## config.mk

```make
export PLATFORM = sky130hd
export DESIGN_NAME = seg7_sum_scanner
export DESIGN_NICKNAME = d
export VERILOG_FILES = /design/src/rtl/seg7_sum_scanner.sv
export SDC_FILE = /design/constraint.sdc
export NUM_CORES = 1
export LEC_CHECK = 0
export CORE_MARGIN = 4
export CORE_UTILIZATION = 54
export DETAILED_ROUTE_END_ITERATION = 7
export PLACE_DENSITY = 0.79
export SLEW_MARGIN = 20
export SYNTH_ARGS = -nofsm -noshare
export SYNTH_HDL_FRONTEND = slang
export SYNTH_SLANG_ARGS = --single-unit
```

## constraint.sdc

```tcl
create_clock -name Clk -period 2.6 [get_ports Clk]
set_input_delay 0.39 -clock Clk [delete_from_list [all_inputs] [get_ports Clk]]
set_output_delay 0.39 -clock Clk [all_outputs]
set_load 0.01 [all_outputs]
```

## src/rtl/seg7_sum_scanner.sv

```systemverilog
// seg7_sum_scanner: captures {Cout,Sum} on a synchronized Load edge and scans it onto an 8-digit active-low 7-segment display.
module seg7_sum_scanner #(
  parameter int REFRESH_DIV = 100000
) (
  input  logic        Clk,
  input  logic        Rs,
  input  logic [15:0] Sum,
  input  logic        Cout,
  input  logic        Load,
  output logic [7:0]  AN,
  output logic [6:0]  Seg,
  output logic        Dp,
  output logic        Valid
);
  localparam int CW = REFRESH_DIV > 1 ? $clog2(REFRESH_DIV) : 1;
  localparam logic [6:0] HEX [16] = '{7'h40, 7'h79, 7'h24, 7'h30, 7'h19, 7'h12, 7'h02, 7'h78,
                                      7'h00, 7'h10, 7'h08, 7'h03, 7'h46, 7'h21, 7'h06, 7'h0E};
  logic [1:0]    sync_q, sync_d;
  logic          prev_q, prev_d;
  logic [16:0]   disp_q, disp_d;
  logic          valid_q, valid_d;
  logic [CW-1:0] cnt_q, cnt_d;
  logic [2:0]    idx_q, idx_d;
  logic [7:0]    an_q, an_d;
  logic [6:0]    seg_q, seg_d;
  logic          dp_q, dp_d;
  logic          rise, wrap, lit;
  logic [3:0]    nib;
  always_comb begin
    sync_d  = {sync_q[0], Load};
    prev_d  = sync_q[1];
    rise    = sync_q[1] & ~prev_q;
    disp_d  = rise ? {Cout, Sum} : disp_q;
    valid_d = valid_q | rise;
    wrap    = cnt_q == CW'(REFRESH_DIV - 1);
    cnt_d   = wrap ? '0 : cnt_q + 1'b1;
    idx_d   = wrap ? idx_q + 3'd1 : idx_q;
    nib     = disp_q[{idx_q[1:0], 2'b00} +: 4];
    // digit 4 is the carry slot and lights only when the captured carry is set
    lit     = valid_q & ((idx_q < 3'd4) | ((idx_q == 3'd4) & disp_q[16]));
    an_d    = lit ? ~(8'b1 << idx_q) : 8'hFF;
    seg_d   = !lit ? 7'h7F : idx_q[2] ? HEX[1] : HEX[nib];
    dp_d    = 1'b1;
  end
  always_ff @(posedge Clk or negedge Rs) begin
    if (!Rs) begin
      sync_q  <= '0;
      prev_q  <= 1'b0;
      disp_q  <= '0;
      valid_q <= 1'b0;
      cnt_q   <= '0;
      idx_q   <= '0;
      an_q    <= 8'hFF;
      seg_q   <= 7'h7F;
      dp_q    <= 1'b1;
    end else begin
      sync_q  <= sync_d;
      prev_q  <= prev_d;
      disp_q  <= disp_d;
      valid_q <= valid_d;
      cnt_q   <= cnt_d;
      idx_q   <= idx_d;
      an_q    <= an_d;
      seg_q   <= seg_d;
      dp_q    <= dp_d;
    end
  end
  assign AN    = an_q;
  assign Seg   = seg_q;
  assign Dp    = dp_q;
  assign Valid = valid_q;
endmodule

```

# Word level (Yosys, flattened, before mapping)
# Memory sizes are Yosys's and may differ from the RTL's.
# Index checks and enable logic that the tools add are counted.
[word_totals]
register_bits = 56
romBits = 112
in_bits = 20
output_inout_bits = 17
memories = 1
[mem_list]
columns = ["name", "depth", "word_bits", "read_ports", "rd_ports_with_merged_regs", "wr", "line", "text"]
rows = [
  ["(name not given)", 16, 7, 1, 0, 0, "42", "seg_d = !lit ? 7'h7F : idx_q[2] ? HEX[1] : HEX[nib];"],
]
[classes]
n_addsub = 2
magnitude_cmp = 2
n_eq_ne = 2
n_shift = 2
muxes = 6
bitwise = 8
[ops]
columns = ["op", "n"]
rows = [
  ["2-to-1 mux 7 bit", 4],
  ["adder 17 x 1 -> 17 bit (second input constant)", 1],
  ["== test 17 bit (second input constant)", 1],
  ["2-to-1 mux 17 bit", 1],
  ["indexed part select 17 x 5 -> 4 bit", 1],
  ["2-to-1 mux 8 bit", 1],
  ["NOT 8 bit", 1],
  ["<< shifter 1 x 3 -> 8 bit (first input constant)", 1],
  [">= comparator 5 bit (second input constant)", 1],
  ["NOT 4 -> 5 bit", 1],
  ["adder 3 x 1 -> 3 bit (second input constant)", 1],
  ["bitwise AND 1 bit", 3],
  ["== test 3 bit (second input constant)", 1],
  ["< comparator 3 bit (second input constant)", 1],
  ["OR 1 bit", 2],
  ["NOT 1 bit", 1],
]

# Logic depth before layout (Yosys ltp)
# Gate-level depths: netlist of run 1.
[depth]
ltp_word = 7
depth_mapped = 7

# Least setup slack after synthesis of run 1
# No wires, ideal clock.
[synth_path]
kind = "register -> register"
startpoint = "register idx_q[0]"
endpoint = "register seg_q[3], in the netlist Seg[3]"
setup_time_ns = 0.085
arrival_time_ns = 1.906
required_time_ns = 2.515
slack_ns = 0.609
stages_incl_launch_ff = 8
path_buffers = 1
period_less_slack_ns = 1.991
path_cell_list = "dfrtp_1 -> buf_6 -> mux4_2 -> inv_1 -> ha_1 -> inv_1 -> mux4_2 -> nand2b_1"
[synth_between]
elab_chain_cells = 7
[synth_lines]
columns = ["item", "line", "text"]
rows = [
  ["from (decl)", "23", "logic [2:0] idx_q, idx_d;"],
  ["from (signal assigned)", "62", "idx_q <= idx_d;"],
  ["indexed part select 17 x 5 -> 4 bit", "38", "nib = disp_q[{idx_q[1:0], 2'b00} +: 4];"],
  ["NOT 4 -> 5 bit (not written as such)", "42", ""],
  ["memory (16 x 7 bit)", "n/a", ""],
  ["2-to-1 mux 7 bit (not written as such) (2 in series)", "42", ""],
  ["2-to-1 mux 7 bit", "42", ""],
  ["2-to-1 mux 7 bit (*)", "42", ""],
  ["net seg_d[3]", "25", "logic [6:0] seg_q, seg_d;"],
  ["to (signal assigned)", "64", "seg_q <= seg_d;"],
  ["to (decl)", "25", ""],
]
# Mark *: on every way through the listed nets, which the timed path passes. The rest lies on a longest branch. The select of a mux whose other input is x is not followed.
# A chain may end at the register's enable or synchronous reset.

# Worst setup path after layout of run 1
# Ends and elaborated chain as after synthesis.

==> results of run 1 <==
-- cell families (layout without fill, tap and decap cells) --
| logic type | count (synthesis) | in the layout | share of synthesized area [%] |
|---|---|---|---|
| buffers and inverters | 18 | 56 | 3.46 |
| adders and majority gates | 13 | 13 | 6.33 |
| other | 1 | 1 | 0.146 |
| AOI/OAI and AO/OA | 15 | 15 | 3.90 |
| xor gates and xnor gates | 14 | 14 | 4.77 |
| muxes | 26 | 26 | 13.4 |
| and+or+nand+nor | 60 | 60 | 12.7 |
| DFF | 56 | 56 | 55.3 |
-- sequential cells by signal, indices dropped and copies added (netlist names) --
name    cells
disp_q     17
Seg         7
sync_q      2
AN          8
Valid       1
cnt_q      17
prev_q      1
idx_q       3
-- per-stage QoR --
step / power [W] / instance area (sq um)
2_1_floorplan: 0.00116 / 2570
3_3_place_gp: 0.00129 / 2950
3_5_place_dp: 0.00130 / 2950
4_1_cts: 0.00180 / 3050
5_1_grt: 0.00187 / 3050
6_report: 0.00178 / 3050
-- per-layer routing --
layer	wire, um	vias up	share of wire, %	GRT usage [%]
met4	69	0	1.6	5.87
met5	0	-	0	0
met3	152	6	3.6	3.04
met2	1940	39	46	23.8
met1	2070	801	49	23.2
li1	-	770	-	-
-- cells in the mapped netlist, drive strengths merged --
cell type  count
o22ai          1
mux2i          3
dfstp         15
xor2           3
dfrtp         41
or3b           1
nand2b         3
nand4b         1
mux4           5
nor2          11
o221ai         3
mux2          18
a2bb2oi        1
a21oi          4
or2            2
buf            5
nand3          9
o21ai          4
or4            2
and4           2
nand2         16
inv            9
conb           1
nor4           1
clkbuf         4
and2b          1
a21boi         1
o211ai         1
nand4          3
ha            13
nor2b          2
xnor2         11
or3            2
and3           2
nor3           2
-- path summary, 6_finish.rpt --
check	start	end	slack, ps	cells past startpoint
worst max-delay path	idx_q[0]	Seg[3]	420	6
worst min-delay path	Rs	sync_q[0]	7	1
worst max register to register	idx_q[0]	Seg[3]	420	6
worst min register to register	sync_q[0]	sync_q[1]	360	0
max in group asynchronous	Rs	AN[7]	1770	2
min in group Clk	sync_q[0]	sync_q[1]	360	0
-- critical path: stages (launching register included) --
cell	delay [ps]
dfrtp_1	540
mux4_2	630
inv_1	150
ha_1	160
inv_1	40
mux4_2	430
nand2b_1	150
-- cell type report --
type                    instances  area share (%)
flip-flops and latches         56            46.5
multi-input cells             129            34.7
repair buffers                 39            12.3
clock buffers                   8            3.28
well taps                      52            2.13
inverters                       9            1.11
-- cells in the final DEF, fill, tap and decap left out, types with 3 or more instances in the layout --
| cell | instances |
|---|---|
| buf_4 | 4 |
| clkbuf_8 | 7 |
| nand2_1 | 16 |
| mux2_2 | 18 |
| mux4_2 | 5 |
| nor2_1 | 11 |
| a21oi_1 | 3 |
| mux2i_1 | 3 |
| o21ai_0 | 3 |
| xor2_1 | 3 |
| inv_1 | 9 |
| nand3_1 | 9 |
| xnor2_1 | 11 |
| nand2b_1 | 3 |
| ha_1 | 13 |
| dfrtp_1 | 41 |
| o221ai_1 | 3 |
| dfstp_2 | 15 |
| clkdlybuf4s50_1 | 34 |
-- power breakdown --
group	switching, W	leakage [nW]	internal (W)	total (W)
combinational	0.000125	0.583	0.000165	0.000290
sequential	0.0000284	0.665	0.000960	0.000988
clock	0.000260	0.0515	0.000244	0.000504
total	0.000414	1.30	0.00137	0.00178
==> metrics, run 1 <==
run status=completed; clk buf depth=2; sequential cell area=0.00142 sq mm; number of routed nets with antenna violations=0; DRC violations left=0; max-cap viol count=0; share of layout cells above drive strength 1=around a quarter; pin count of the biggest net entering global routing=38; fmax=~0.46 GHz; Root Driver=clkbuf_8; Core Footprint=~0.0045 sq mm; Worst slew margin=60.9%; worst setup path class=register to register; First-pass DRT Iterations=4; Syn Area/Cell=~13 sq um; Tot GR Track Use=about 16%; Arr. time, crit path=2400 ps; I/O Pins=37; final setup margin=421 ps; synth unique cells=42; setup_tns=0 ps; DRT iter0 DRCs=about 120; Final setup violation count=0; HPWL Detailed=3080 um; cells after synthesis=~200; vias in the first global route=roughly 1,600; area of the multi-input gates=~0.0011 sq mm; Die H=around 77 um; # clock sinks=56; Synth top area share=between 30% and 40%; Vias=around 1,600; Site Rows=24; sequential element share of the synthesized area=between 50% and 60%; Cell Area, Synth=~0.0026 sq mm; first-pass GRT wire length=around 7600 um; Initial Util=57.4%; ant diodes=0; crit path launch type=register; GRT overflow=0; Synth Net Count=about 240; final wirelength=roughly 4200 um; top cell type by total area after synthesis=dfrtp_1; Ys Warns=0; area delta synth->final=18.9%; register bit total from synthesis=56; total CTS buffers=5; clk_lat worst skew=~300 ps; Pleak=1.30 nW; die area=0.00592 sq mm; Post-CTS Repair Setup Buffers=0; clock slew at reported path FFs=90 ps; final core utilization=roughly 68%; TritonCTS clock tree=yes; Post-Place Cells=around 290; GPL Wtd Cong=a little over 0.8; Worst VDD drop=about 0.35 mV; PostCTS Resize Cnt=0; die span in x=roughly 77 um; Max Slew Vio Count=0; Final Hold Viols=0; worst hold slack=roughly 7.4 ps; Vias/cell=about 5.5; worst-path fanout max=7; CTS H-Tree Depth=2; Final Skew=5.63 ps; IO Port Bufs=35; worst hold path class=primary input to async pin; WP data required=around 2800 ps; Worst-Margin Slew=around 580 ps; Final nets=273; Power Dens Cells=roughly 600 mW/mm^2; dominant cells by area after synthesis=dfrtp_1 (40%), dfstp_2 (15%), mux2_2 (7.9%), ha_1 (6.3%), mux4_2 (4.4%); crit share post-route=83.8%; dpl ws=416 ps; Period minus WS final=2180 ps; initial antenna violation count=0; Setup crit end kind=register; post-route insts no fill=293; fillers=approximately 340; RSZ-0062 raised after global routing=false; Hold-fix buffers, CTS=0; WL/cell=between 10 and 15 um
(Power assumes the default switching activity.)
==> inputs of run 2 (changes only) <==
--- a/config.mk
+++ b/config.mk
@@ -6,9 +6,9 @@
 export NUM_CORES = 1
 export LEC_CHECK = 0
 export CORE_MARGIN = 4
-export CORE_UTILIZATION = 54
+export CORE_UTILIZATION = 48
 export DETAILED_ROUTE_END_ITERATION = 7
-export PLACE_DENSITY = 0.79
+export PLACE_DENSITY = 0.75
 export SLEW_MARGIN = 20
 export SYNTH_ARGS = -nofsm -noshare
 export SYNTH_HDL_FRONTEND = slang
==> constraint.sdc (replaced) <==
create_clock -name Clk -period 1.85 [get_ports Clk]
set_input_delay 0.2775 -clock Clk [delete_from_list [all_inputs] [get_ports Clk]]
set_output_delay 0.2775 -clock Clk [all_outputs]
set_load 0.01 [all_outputs]
==> run 2 against run 1 <==
Against the previous run: the flow now finishes with violations (setup timing); clock power up 33%; power increased by 44%; clock skew increased by 2.5 ps; sequential power is 41% higher; combinational power is 74% higher; via count increased by 5.1%; sequential share of layout area down 4.1 points; critical path depth is the same; final cell count rose by 15%; die area up 11%; cell area up 9.7%; register-to-register slack worse by 490 ps.
==> metrics, run 2 (synthesis gave the netlist of run 1 again) <==
total CTS buffers=5 (unchanged); Max Slew Vio Count=0 (unchanged); share of layout cells above drive strength 1=35.6% (+12 points); die span in x=81.2 um (+5.4%); Core Footprint=0.00514 sq mm (+15%); dpl ws=-134 ps (-551 ps); clk_lat worst skew=300 ps (about the same); worst setup path class=register to register; Worst VDD drop=0.454 mV (+30%); Initial Util=50.0% (-7.4 points); Final setup violation count=1 (+1); worst hold path class=register to register; GPL Wtd Cong=0.818 (-0.93%); TritonCTS clock tree=yes; worst hold slack=371 ps (+363 ps); I/O Pins=37 (unchanged); First-pass DRT Iterations=4 (unchanged); Worst-Margin Slew=659 ps (+74.3 ps); Vias=1,698 (+5.1%); WP data required=2080 ps (-740 ps); DRT iter0 DRCs=115 (-6.5%); number of routed nets with antenna violations=0 (unchanged); max-cap viol count=0 (unchanged); initial antenna violation count=0 (unchanged); CTS H-Tree Depth=2 (unchanged); area delta synth->final=30.4%; Vias/cell=5.04 (-8.6%); Final Power=0.00256 W (+44%); # clock sinks=56 (unchanged); fmax=0.522 GHz (+14%); Largest stage delay, worst path=580 ps (-50 ps); clk buf depth=2 (unchanged); run status=finished, violations left; GRT overflow=0 (unchanged); clock slew at reported path FFs=90 ps (about the same); vias in the first global route=1,745 (+11%); Power Dens Cells=765 mW/mm^2 (+31%); Final Skew=8.18 ps (+2.55 ps); Pleak=1.43 nW (+10%); IO Port Bufs=35 (unchanged); Die H=81.2 um (+5.4%); Final nets=299 (+9.5%); Arr. time, crit path=2150 ps (-250 ps); crit-path cells=mux4_2 > inv_2 > ha_4 > inv_2 > mux4_2 > nand2b_4; HPWL Detailed=3480 um (+13%); final core utilization=65.2% (-3.1 points); DRC violations left=0 (unchanged); crit path launch type=register; failing checks=setup timing; Top delay family on crit path=multiplexers; worst-path fanout max=4 (-3); RSZ-0062 raised after global routing=true; Site Rows=26 (+8.3%); Tot GR Track Use=16.5% (+0.56 points); most frequent cells in the layout=dfrtp_1 (40), clkdlybuf4s50_1 (34), buf_4 (25), mux2_2 (17), nand2_1 (16); final wirelength=4700 um (+11%); Root Driver=clkbuf_8; ant diodes=0 (unchanged); Period minus WS final=1920 ps (-262 ps); Setup crit end kind=register; WL/cell=13.9 um (-3.5%); Worst path slowest cell=mux4_2; pin count of the biggest net entering global routing=22 (-42%); Critical path buffers and inverters=2 (unchanged); final setup margin=-66.7 ps (-488 ps); die area=0.00659 sq mm (+11%); setup_tns=-66.7 ps (-66.7 ps); Final Hold Viols=0 (unchanged); Worst slew margin=56.0% (-5.0 points); crit share post-route=104% (+20 points); most common library cell in the layout ignoring fill and taps=dfrtp_1; first-pass GRT wire length=8360 um (+10%)
run 2: changes by cell type in the layout (fill, tap and decap cells not counted), sizes merged:
cell         before  now
dlygate4sd3       0    1
buf               5   30
run 2: path summary, 6_finish.rpt:
path | from | endpoint | slack (ps) | cells past startpoint
setup / recovery | idx_q[0] | Seg[3] | -70 | 6
min in group asynchronous | Rs | sync_q[0] | 480 | 2
hold reg to reg | sync_q[0] | sync_q[1] | 370 | 0
hold / removal | sync_q[0] | sync_q[1] | 370 | 0
max in group asynchronous | Rs | idx_q[0] | 760 | 3
setup reg to reg | idx_q[0] | Seg[3] | -70 | 6
run 2: area by class of cell:
| type | count | area [sq um] |
|---|---|---|
| fillers | 422 | 1790 |
| flip-flops and latches | 56 | 1420 |
| multi-input cells | 129 | 1120 |
| repair buffers | 65 | 597 |
| clock buffers | 8 | 90.1 |
| well taps | 70 | 87.6 |
| inverters | 9 | 33.8 |
run 2: what timing repair did:
item,in CTS,in global routing
setup buffers,2,1
endpoints found under the hold margin,18,0
resized for setup,4,11
pin swaps,1,2
endpoints found under the setup margin,2,10
hold buffers,1,0
run 2: metal layers:
metal	track usage [%]	up-vias	wire length [um]
met3	3.66	5	167
met4	5.07	0	53
met2	26.5	32	2320
met5	0	-	0
met1	22.3	838	2160
li1	-	823	-
run 2: report_power, final:
part           internal [W]  switching (W)  total (W)  leakage (nW)
logic              0.000296       0.000207   0.000504         0.722
clock network      0.000306       0.000363   0.000669        0.0455
registers           0.00135      0.0000403    0.00139         0.664
run 2: worst register-to-register path, delay by kind of cell (launching register included):
kind	cells	cell delay, ps
muxes	2	1010
DFF	1	410
and+or+nand+nor	1	140
buffers and inverters	2	150
adders and majority gates	1	140
run 2: through the flow:
stage | cell area [sq um] | instances
after global routing | 3350 | 337
after global placement | 3160 | 325
after floorplan | 2570 | 203
final | 3350 | 337
after CTS | 3300 | 336
after detailed placement | 3160 | 325
